$ cat src/rtl/nn_gpio_pkg.sv
// Shared constants and helpers for the nn_gpio_keyled GPIO peripheral.
package nn_gpio_pkg;

  // Byte offsets of the register window (bits [1:0] are never decoded).
  localparam int LED_OUT_OFS   = 'h0;
  localparam int KEY_STATE_OFS = 'h4;
  localparam int KEY_EDGE_OFS  = 'h8;
  localparam int IRQ_EN_OFS    = 'hC;

  // Width of a debounce counter that must hold values 0..cyc-1.
  function automatic int cnt_width(input int cyc);
    int w;
    w = $clog2(cyc + 1);
    if (w < 1) w = 1;
    return w;
  endfunction

endpackage

$ cat src/rtl/nn_debounce.sv
// One key input: two-flop synchroniser, stability counter and debounced level.
module nn_debounce
  import nn_gpio_pkg::*;
#(
  parameter int DEBOUNCE_CYC = 4
) (
  input  logic clk,
  input  logic rst_n,
  input  logic key_raw,
  output logic level,
  output logic rise
);

  localparam int CNT_W = cnt_width(DEBOUNCE_CYC);
  localparam logic [CNT_W-1:0] CNT_LAST = CNT_W'(DEBOUNCE_CYC - 1);

  logic             sync1_q, sync1_d;
  logic             sync2_q, sync2_d;
  logic [CNT_W-1:0] cnt_q, cnt_d;
  logic             level_q, level_d;

  // Count consecutive cycles the synchronised input disagrees with the level;
  // the level flips on the cycle the count would reach DEBOUNCE_CYC.
  always_comb begin
    sync1_d = key_raw;
    sync2_d = sync1_q;
    cnt_d   = '0;
    level_d = level_q;
    rise    = 1'b0;
    if (sync2_q != level_q) begin
      if (cnt_q == CNT_LAST) begin
        level_d = sync2_q;
        rise    = sync2_q;
      end else begin
        cnt_d = cnt_q + CNT_W'(1);
      end
    end
  end

  // State registers; reset discards any count in progress.
  always_ff @(posedge clk or negedge rst_n) begin
    if (!rst_n) begin
      sync1_q <= 1'b0;
      sync2_q <= 1'b0;
      cnt_q   <= '0;
      level_q <= 1'b0;
    end else begin
      sync1_q <= sync1_d;
      sync2_q <= sync2_d;
      cnt_q   <= cnt_d;
      level_q <= level_d;
    end
  end

  assign level = level_q;

endmodule

$ cat src/rtl/nn_gpio_keyled.sv
// Memory-mapped GPIO: debounced keys with sticky edge flags and IRQ, plus LEDs.
module nn_gpio_keyled
  import nn_gpio_pkg::*;
#(
  parameter int KEY_W        = 2,
  parameter int LED_W        = 8,
  parameter int DEBOUNCE_CYC = 4,
  parameter int ADDR_W       = 4
) (
  input  logic              CLK,
  input  logic              RST_N,
  input  logic [KEY_W-1:0]  KEY,
  output logic [LED_W-1:0]  LED,
  input  logic              SEL,
  input  logic              WE,
  input  logic [ADDR_W-1:0] ADDR,
  input  logic [31:0]       WDATA,
  output logic [31:0]       RDATA,
  output logic              IRQ
);

  localparam int WORD_W = ADDR_W - 2;
  localparam logic [WORD_W-1:0] W_LED   = WORD_W'(LED_OUT_OFS   >> 2);
  localparam logic [WORD_W-1:0] W_STATE = WORD_W'(KEY_STATE_OFS >> 2);
  localparam logic [WORD_W-1:0] W_EDGE  = WORD_W'(KEY_EDGE_OFS  >> 2);
  localparam logic [WORD_W-1:0] W_EN    = WORD_W'(IRQ_EN_OFS    >> 2);

  logic [KEY_W-1:0]  key_state, key_rise;
  logic [LED_W-1:0]  led_q, led_d;
  logic [KEY_W-1:0]  kedge_q, kedge_d;
  logic [KEY_W-1:0]  irq_en_q, irq_en_d;
  logic [31:0]       rdata_q, rdata_d;
  logic              irq_q, irq_d;
  logic [KEY_W-1:0]  kclr;
  logic [31:0]       rd_mux;
  logic [WORD_W-1:0] word;
  logic              wr, rd;
  logic              unused_bits;

  for (genvar i = 0; i < KEY_W; i++) begin : g_key
    nn_debounce #(.DEBOUNCE_CYC(DEBOUNCE_CYC)) u_db (
      .clk     (CLK),
      .rst_n   (RST_N),
      .key_raw (KEY[i]),
      .level   (key_state[i]),
      .rise    (key_rise[i])
    );
  end

  assign word        = ADDR[ADDR_W-1:2];
  assign wr          = SEL & WE;
  assign rd          = SEL & ~WE;
  assign unused_bits = ^{ADDR[1:0], WDATA};

  // Read mux over current register contents; unmapped words read zero.
  always_comb begin
    rd_mux = '0;
    case (word)
      W_LED:   rd_mux[LED_W-1:0] = led_q;
      W_STATE: rd_mux[KEY_W-1:0] = key_state;
      W_EDGE:  rd_mux[KEY_W-1:0] = kedge_q;
      W_EN:    rd_mux[KEY_W-1:0] = irq_en_q;
      default: rd_mux = '0;
    endcase
  end

  // Register writes, edge capture (a new rise beats a same-cycle clear), IRQ and read data.
  always_comb begin
    led_d    = led_q;
    irq_en_d = irq_en_q;
    kclr     = '0;
    if (wr && word == W_LED) led_d    = WDATA[LED_W-1:0];
    if (wr && word == W_EN)  irq_en_d = WDATA[KEY_W-1:0];
    if (wr && word == W_EDGE) kclr    = WDATA[KEY_W-1:0];
    kedge_d = (kedge_q & ~kclr) | key_rise;
    irq_d   = |(kedge_q & irq_en_q);
    rdata_d = rd ? rd_mux : rdata_q;
  end

  // Register bank.
  always_ff @(posedge CLK or negedge RST_N) begin
    if (!RST_N) begin
      led_q    <= '0;
      kedge_q  <= '0;
      irq_en_q <= '0;
      rdata_q  <= '0;
      irq_q    <= 1'b0;
    end else begin
      led_q    <= led_d;
      kedge_q  <= kedge_d;
      irq_en_q <= irq_en_d;
      rdata_q  <= rdata_d;
      irq_q    <= irq_d;
    end
  end

  assign LED   = led_q;
  assign RDATA = rdata_q;
  assign IRQ   = irq_q;

endmodule

$ cat config.mk
export PLATFORM = sky130hd
export DESIGN_NAME = nn_gpio_keyled
export DESIGN_NICKNAME = d
export VERILOG_FILES = /design/src/rtl/nn_gpio_pkg.sv /design/src/rtl/nn_debounce.sv /design/src/rtl/nn_gpio_keyled.sv
export SDC_FILE = /design/constraint.sdc
export NUM_CORES = 1
export LEC_CHECK = 0
export ABC_AREA = 1
export CAP_MARGIN = 20
export CORE_ASPECT_RATIO = 1.1
export CORE_MARGIN = 1.5
export CORE_UTILIZATION = 29
export DETAILED_ROUTE_END_ITERATION = 12
export SLEW_MARGIN = 20
export SYNTH_ARGS = -nofsm -noshare
export SYNTH_HDL_FRONTEND = slang
export SYNTH_SLANG_ARGS = --single-unit
$ cat constraint.sdc
create_clock -name CLK -period 2.53 [get_ports CLK]
set_input_delay 0.506 -clock CLK [delete_from_list [all_inputs] [get_ports CLK]]
set_output_delay 0.506 -clock CLK [all_outputs]
set_load 0.05 [all_outputs]
; ---- Word level (Yosys, flattened, before mapping)
; Index checks and enable logic that the tools add are counted.
[totals]
wordCells = 47
ff_bits = 33
[classes]
mux = 11
reduce_logical = 7
add_sub_neg = 2
n_eq_ne = 7
bitwise_logic = 7
[ops]
columns = operator, count
row1 = two-way mux 3 bit, 4
row2 = one-hot mux 2 bit (4 select lines), 1
row3 = adder 3 x 1 -> 3 bit (second input constant), 2
row4 = equality test 3 x 2 -> 1 bit (second input constant), 2
row5 = two-way mux 6 bit, 1
row6 = bitwise AND 2 bit, 2
row7 = equality test 2 bit (second input constant), 2
row8 = two-way mux 1 bit, 4
row9 = AND reduction 2 bit, 2
row10 = logical AND 1 bit, 3
row11 = bitwise AND 1 bit, 2
row12 = equality test 2 x 1 -> 1 bit (second input constant), 1
row13 = logical NOT 2 bit, 1
row14 = two-way mux 2 bit, 1
row15 = inequality test 1 bit, 2
row16 = inverter 2 bit, 1
row17 = OR 2 bit, 1
row18 = OR reduction 2 bit, 1
row19 = inverter 1 bit, 1

; ---- Longest topological paths before layout
; Gate-level depths: netlist (run 1).
[depth]
word_depth = 6
mapped_depth = 6

; ---- By module
; A second synthesis (run 1) with hierarchy kept.
[hier_totals]
hier_cells = 180
hier_area_um2 = 1624.1
[by_module_without_submodules]
columns = module, area_each_um2, instances, cells_per_inst
row1 = nn_gpio_keyled, 1143.6, 1, 128
row2 = nn_debounce, 240.2, 2, 26

; ---- Least setup slack after synthesis (run 1)
; Ideal clock, no wire load.
[synth_timing]
path_type = in2reg
startpoint = in ADDR[3]
endpoint = reg led_q[0], in the netlist LED[0]
t_arrival_ns = 1.129
stages = 6
required_ns = 2.410
path_slack_ns = 1.281
cell_sequence = buf_6 > nor2_8 > nand3_4 > buf_6 > nand2_1 > o21ai_2
[synth_between]
elab_chain_len = 2
[synth_rtl]
columns = element, line
row1 = start: declaration, nn_gpio_keyled.sv:16  ; input logic [ADDR_W-1:0] ADDR,
row2 = logical NOT 2 bit, nn_gpio_keyled.sv:72  ; if (wr && word == W_LED) led_d = WDATA[LED_W-1:0];
row3 = logical AND 1 bit, nn_gpio_keyled.sv:72
row4 = end signal: assignment, nn_gpio_keyled.sv:89  ; led_q <= led_d;
row5 = end: declaration, nn_gpio_keyled.sv:29  ; logic [LED_W-1:0] led_q, led_d;
; No other way between the ends.
; A chain may end at the register's enable or synchronous reset.

; ---- Worst setup path in the final report (run 1)
[layout_timing]
startpoint = reg led_q[7], in the netlist LED[7]
endpoint = out LED[7]
[layout_rtl]
columns = element, line
row1 = end: declaration, nn_gpio_keyled.sv:13  ; output logic [LED_W-1:0] LED,
; No word-level cell between the ends.

==> flow_summary.yaml, run 1 <==
drt:
  dr_total_vias: 1052
  via_per_inst: 3.87
  drc_errors: 0
  wl_per_cell_um: 9.94
  drtIter0Drc: 22
  routed_wirelength_mm: 2.70
  firstDrtPassIters: 4
  ant_nets: 0
yosys:
  synthCells: 164
  yosysUniqueCellTypes: 21
  synth.cell_area_mm2: 0.00157
  synth_seq_area_share_pct: 52.5
  muxShareOfSynthArea_pct: 0
  synth_fa_ha_area_share_pct: 1.59
  yosys.area_share.simple_pct: 16.0
  synthXorXnorAreaFrac_pct: 1.11
  synth_compound_gate_area_share_pct: 10.3
  synth-seq-cells: 33
  avgSynthCellArea_um2: 9.58
  synth_top_family_by_area: "buffers and inverters"
  ys_warn_count: 0
clocking:
  ctsHoldBuffers: 0
  clockBufferDepth: 2
  cts_tree: "built"
  cts_resized: 0
  path_clk_slew_ps: 60
  clock_latency_ps: 280
  cts-root-buf: "clkbuf_8"
  cts_setup_buffers: 0
  h-tree-depth: 2
  cts.sinks: 33
  cts_buffers: 5
timing:
  hold-worst-slack_ps: 348
  setup_tns_ps: 0
  worst_pin_slew_ps: 514
  clock.fmax_mhz: 500
  slew_viol_final: 0
  slew_headroom_pct: 65.6
  fin_crit_ps: 2000
  clock_skew_ps: 2.24
  rsz0062_at_grt: "false"
  hold_viol_final: 0
  setup_violations: 0
  post-route-period-util_pct: 79.0
place:
  dp_hpwl_mm: 2.01
  io_buffers: 32
  post-place-cells: 265
  place_congestion: 0.739
pwr:
  cellPowerDensity_mw_per_mm2: 866
  peakVddDrop_uv: 390
  p_leak_nw: 0.936
layout:
  final_nets: 244
  antenna_cells: 0
  final_layout_size_suffix_gt1_share_pct: 8.50
  syn2layout_area_growth_pct: 24.4
  fin_cells: 272
worst_setup_path:
  r2r_slack_ps: 1480
  cpPeakStageDelay_ps: 830
  ff2ff_path_depth: 5
  crit_family: "buffers and inverters"
  slowest_stage: "clkdlybuf4s50_1"
  criticalPathCategory: "reg -> out"
  cp-start-kind: "flop"
  cp.arrival_ps: 1490
  critPathBufInv: 1
  crit_chain: "clkdlybuf4s50_1"
  critPathMaxFanout: 3
  endpoint_kind: "output pin"
  r2r_start: "g_key[1].u_db.cnt_q[0]"
  regToRegEndpoint: "kedge_q[1]"
  required_ps: 2020
hold_path:
  min_from: "g_key[1].u_db.sync1_q"
  holdPathStages: 0
  hold-path-endpoint: "g_key[1].u_db.sync2_q"
  holdCritPathClass: "reg -> reg"
global_route:
  antenna_found_initial: 0
  grt_use_total_pct: 10.5
  grt_pass1_wl_mm: 4.60
  grt_pass1_vias: 998
  gr-usage-met1_pct: 13.2
  grt_start_max_net_pins: 34
  grt_overflow: 0
  grtUsageMet2_pct: 15.8
  gr-usage-met3_pct: 3.51
  busiest_layer: "met2"
run_status:
  status: "complete, no violations"
floorplanning:
  dieArea_mm2: 0.00587
  die_x_um: 73.2
  fp-row-count: 27
  ios: 83
  start_util_pct: 30.8
  core-area_mm2: 0.00510
  chipHeight_um: 80.2
run:
  maxCapViolations: 0
[per-stage QoR]
stage | cell area (µm²) | util (%) | power, W | worst slack, ps
after floorplan | 1660 | - | 0.00116 | 1280
after global placement | 1870 | 36.6 | 0.00131 | 594
after detailed placement | 1870 | 36.6 | 0.00131 | 586
after CTS | 1950 | 38.3 | 0.00172 | 516
after global routing | 1950 | 38.3 | 0.00180 | 496
final | 1950 | 38.3 | 0.00169 | 532
[synth_stat cells]
| library cell | count | share of area, % |
|---|---|---|
| buf_6 | 2 | 1.4 |
| o21bai_1 | 2 | 0.96 |
| o22ai_1 | 1 | 0.40 |
| nand3_1 | 8 | 2.5 |
| buf_4 | 24 | 11 |
| o21ai_0 | 12 | 3.8 |
| nand2_1 | 27 | 6.4 |
| nor3b_1 | 2 | 0.96 |
| nor3_1 | 4 | 1.3 |
| dfrtp_1 | 33 | 53 |
| nor2_8 | 1 | 1.3 |
| ha_1 | 2 | 1.6 |
| inv_1 | 21 | 5.0 |
| a21oi_2 | 5 | 2.8 |
| xnor2_1 | 2 | 1.1 |
| conb_1 | 1 | 0.24 |
| nand3_4 | 1 | 1.1 |
| a21oi_1 | 2 | 0.64 |
| o21ai_2 | 3 | 1.7 |
| nor2_1 | 10 | 2.4 |
| buf_2 | 1 | 0.32 |
[where the power goes]
part	total, W	internal [W]	switching [W]
logic	0.000591	0.000190	0.000401
clock network	0.000394	0.000216	0.000178
registers	0.000707	0.000643	0.0000642
total	0.00169	0.00105	0.000643
[area by class of cell]
cell class / instances / area (µm²)
Inverter: 21 / 78.8
Multi-Input combinational cell: 106 / 546
Sequential cell: 33 / 826
Timing Repair Buffer: 33 / 328
Clock buffer: 7 / 86.3
Fill cell: 535 / 3150
Tap cell: 72 / 90.1
[registers in the layout, indices dropped and copies added (netlist names), 2 cells and up]
name                cells
RDATA                   8
g_key.u_db.sync1_q      2
LED                     8
g_key.u_db.level        2
kedge_q                 2
irq_en_q                2
g_key.u_db.cnt_q        6
g_key.u_db.sync2_q      2
[kinds of logic after synthesis]
family                     after synthesis
AOI/OAI and AO/OA                       25
xor gates and xnor gates                 2
adders and majority gates                2
buffers and inverters                   48
DFF                                     33
other                                    1
and+or+nand+nor                         53
[how the worst max path moves through the flow]
stage | from | end | slack [ps] | depth (start not counted)
detailed placement | ADDR[3] | LED[3] | 590 | 5
floorplan | ADDR[3] | LED[0] | 1280 | 6
global route | LED[7] | LED[7] | 500 | 1
finish | LED[7] | LED[7] | 530 | 1
CTS | LED[7] | LED[7] | 520 | 1
global placement | ADDR[3] | LED[5] | 590 | 5
[routing by layer]
layer / vias up / wire, µm
met5: - / 0
met4: 0 / 55
met3: 4 / 139
met2: 41 / 1220
met1: 464 / 1290
li1: 543 / -
[cell usage in the layout, fill, tap and decap left out, drive strengths merged]
cell type,synthesis,final
conb,1,24
inv,21,21
nand2,27,27
o22ai,1,1
xnor2,2,2
nand3,9,9
clkbuf,0,7
o21ai,15,15
nor3b,2,2
clkdlybuf4s50,0,32
ha,2,2
buf,27,1
dfrtp,33,33
a21oi,7,7
nor3,4,4
o21bai,2,2
nor2,11,11
Note: power is estimated with default switching activity, not from simulation.
==> inputs of run 2 (changes only) <==
==> constraint.sdc (replaced) <==
create_clock -name CLK -period 1.75 [get_ports CLK]
set_input_delay 0.35 -clock CLK [delete_from_list [all_inputs] [get_ports CLK]]
set_output_delay 0.35 -clock CLK [all_outputs]
set_load 0.05 [all_outputs]
==> run 2 against run 1 <==
Effect of this change: global-route usage is 0.59 points higher; via count is 2.8% higher; sequential power rose by 46%; critical endpoint is now LED[4].
==> flow_summary.yaml, run 2 (same netlist as run 1, synthesis figures left out) <==
timing:
  post-route-period-util_pct: 78.5
  slew_viol_final: 0
  setup_tns_ps: 0
  clock_skew_ps: 5.15
  setup_violations: 0
  hold_viol_final: 0
  clock.fmax_mhz: 728
  rsz0062_at_grt: "false"
  fin_crit_ps: 1370
worst_setup_path:
  critPathMaxFanout: 16
  endpoint_kind: "flop"
  startpoint: "ADDR[2]"
  criticalPathCategory: "in -> reg"
  r2r_start: "g_key[0].u_db.cnt_q[0]"
  required_ps: 1920
  cp-start-kind: "primary input"
  cp.arrival_ps: 1540
place:
  place_congestion: 0.736
  io_buffers: 32
  dp_hpwl_mm: 2.10
clocking:
  h-tree-depth: 2
  cts.sinks: 33
  path_clk_slew_ps: 70
  ctsHoldBuffers: 0
  clockBufferDepth: 2
  cts_tree: "built"
  cts-root-buf: "clkbuf_8"
  cts_setup_buffers: 0
  cts_resized: 0
  cts_buffers: 5
  clock_latency_ps: 280
global_route:
  antenna_found_initial: 0
  grt_start_max_net_pins: 34
  grt_pass1_wl_mm: 4.97
  grt_overflow: 0
  grt_pass1_vias: 1122
  grt_use_total_pct: 11.1
drt:
  drc_errors: 0
  wl_per_cell_um: 10.1
  routed_wirelength_mm: 2.80
  drtIter0Drc: 42
  ant_nets: 0
  via_per_inst: 3.92
  dr_total_vias: 1081
  firstDrtPassIters: 4
floorplanning:
  dieArea_mm2: 0.00587
  start_util_pct: 30.8
  ios: 83
  die_x_um: 73.2
  core-area_mm2: 0.00510
  chipHeight_um: 80.2
  fp-row-count: 27
layout:
  final_nets: 247
  final_util_pct: 37.8
  syn2layout_area_growth_pct: 22.9
  final_layout_size_suffix_gt1_share_pct: 18.6
  final_cell_mix: "dfrtp_1 (33), nand2_1 (27), conb_1 (24)"
  antenna_cells: 0
  final_common_cell: "dfrtp_1"
hold_path:
  min_from: "g_key[0].u_db.sync1_q"
  holdCritPathClass: "reg -> reg"
pwr:
  cellPowerDensity_mw_per_mm2: 1250
  power_w: 0.00241
  p_leak_nw: 0.972
  peakVddDrop_uv: 535
run:
  maxCapViolations: 0
run_status:
  status: "complete, no violations"
-- run 2: per-layer routing --
metal	track usage [%]	wire length, µm	vias up
met3	3.14	154	6
met5	0	0	-
li1	-	-	547
met1	14.0	1300	492
met2	17.5	1270	36
met4	5.09	63	0
-- run 2: path summary, 6_finish.rpt --
check / slack, ps / depth (start not counted) / endpoint
worst min register to register: 360 / 0 / g_key[0].u_db.sync2_q
worst max register to register: 650 / 5 / kedge_q[0]
worst max-delay path: 380 / 5 / LED[4]
worst min-delay path: 360 / 0 / g_key[0].u_db.sync2_q
min in group asynchronous: 460 / 2 / RDATA[6]
max in group asynchronous: 990 / 2 / g_key[1].u_db.cnt_q[0]
-- run 2: per-stage QoR --
stage,instance area (µm²),std cells,hold WS [ps],worst slack [ps]
6_report,1930,276,358,377
3_5_place_dp,1850,268,345,84.2
3_3_place_gp,1850,268,332,89.0
2_1_floorplan,1660,187,54.4,657
5_1_grt,1930,276,370,267
4_1_cts,1930,276,361,386
-- run 2: final cells by class --
class                   count  area [µm²]
clock inverters             2        10.0
inverters                  21        78.8
flip-flops and latches     33         826
well taps                  72        90.1
fillers                   535        3170
multi-input cells         106         546
clock buffers               6        72.6
repair buffers             36         308
-- run 2: worst max-delay path, stage by stage --
cell             delay, ps
clkdlybuf4s50_1        570
nor2_8                 170
nand3_4                210
nor2_1                 190
a21oi_2                 50
-- run 2: report_power, final --
part / total, W / internal [W] / switching [W] / leakage [nW]
clock network: 0.000544 / 0.000275 / 0.000269 / 0.0450
logic: 0.000841 / 0.000255 / 0.000587 / 0.519
registers: 0.00103 / 0.000929 / 0.0000970 / 0.408
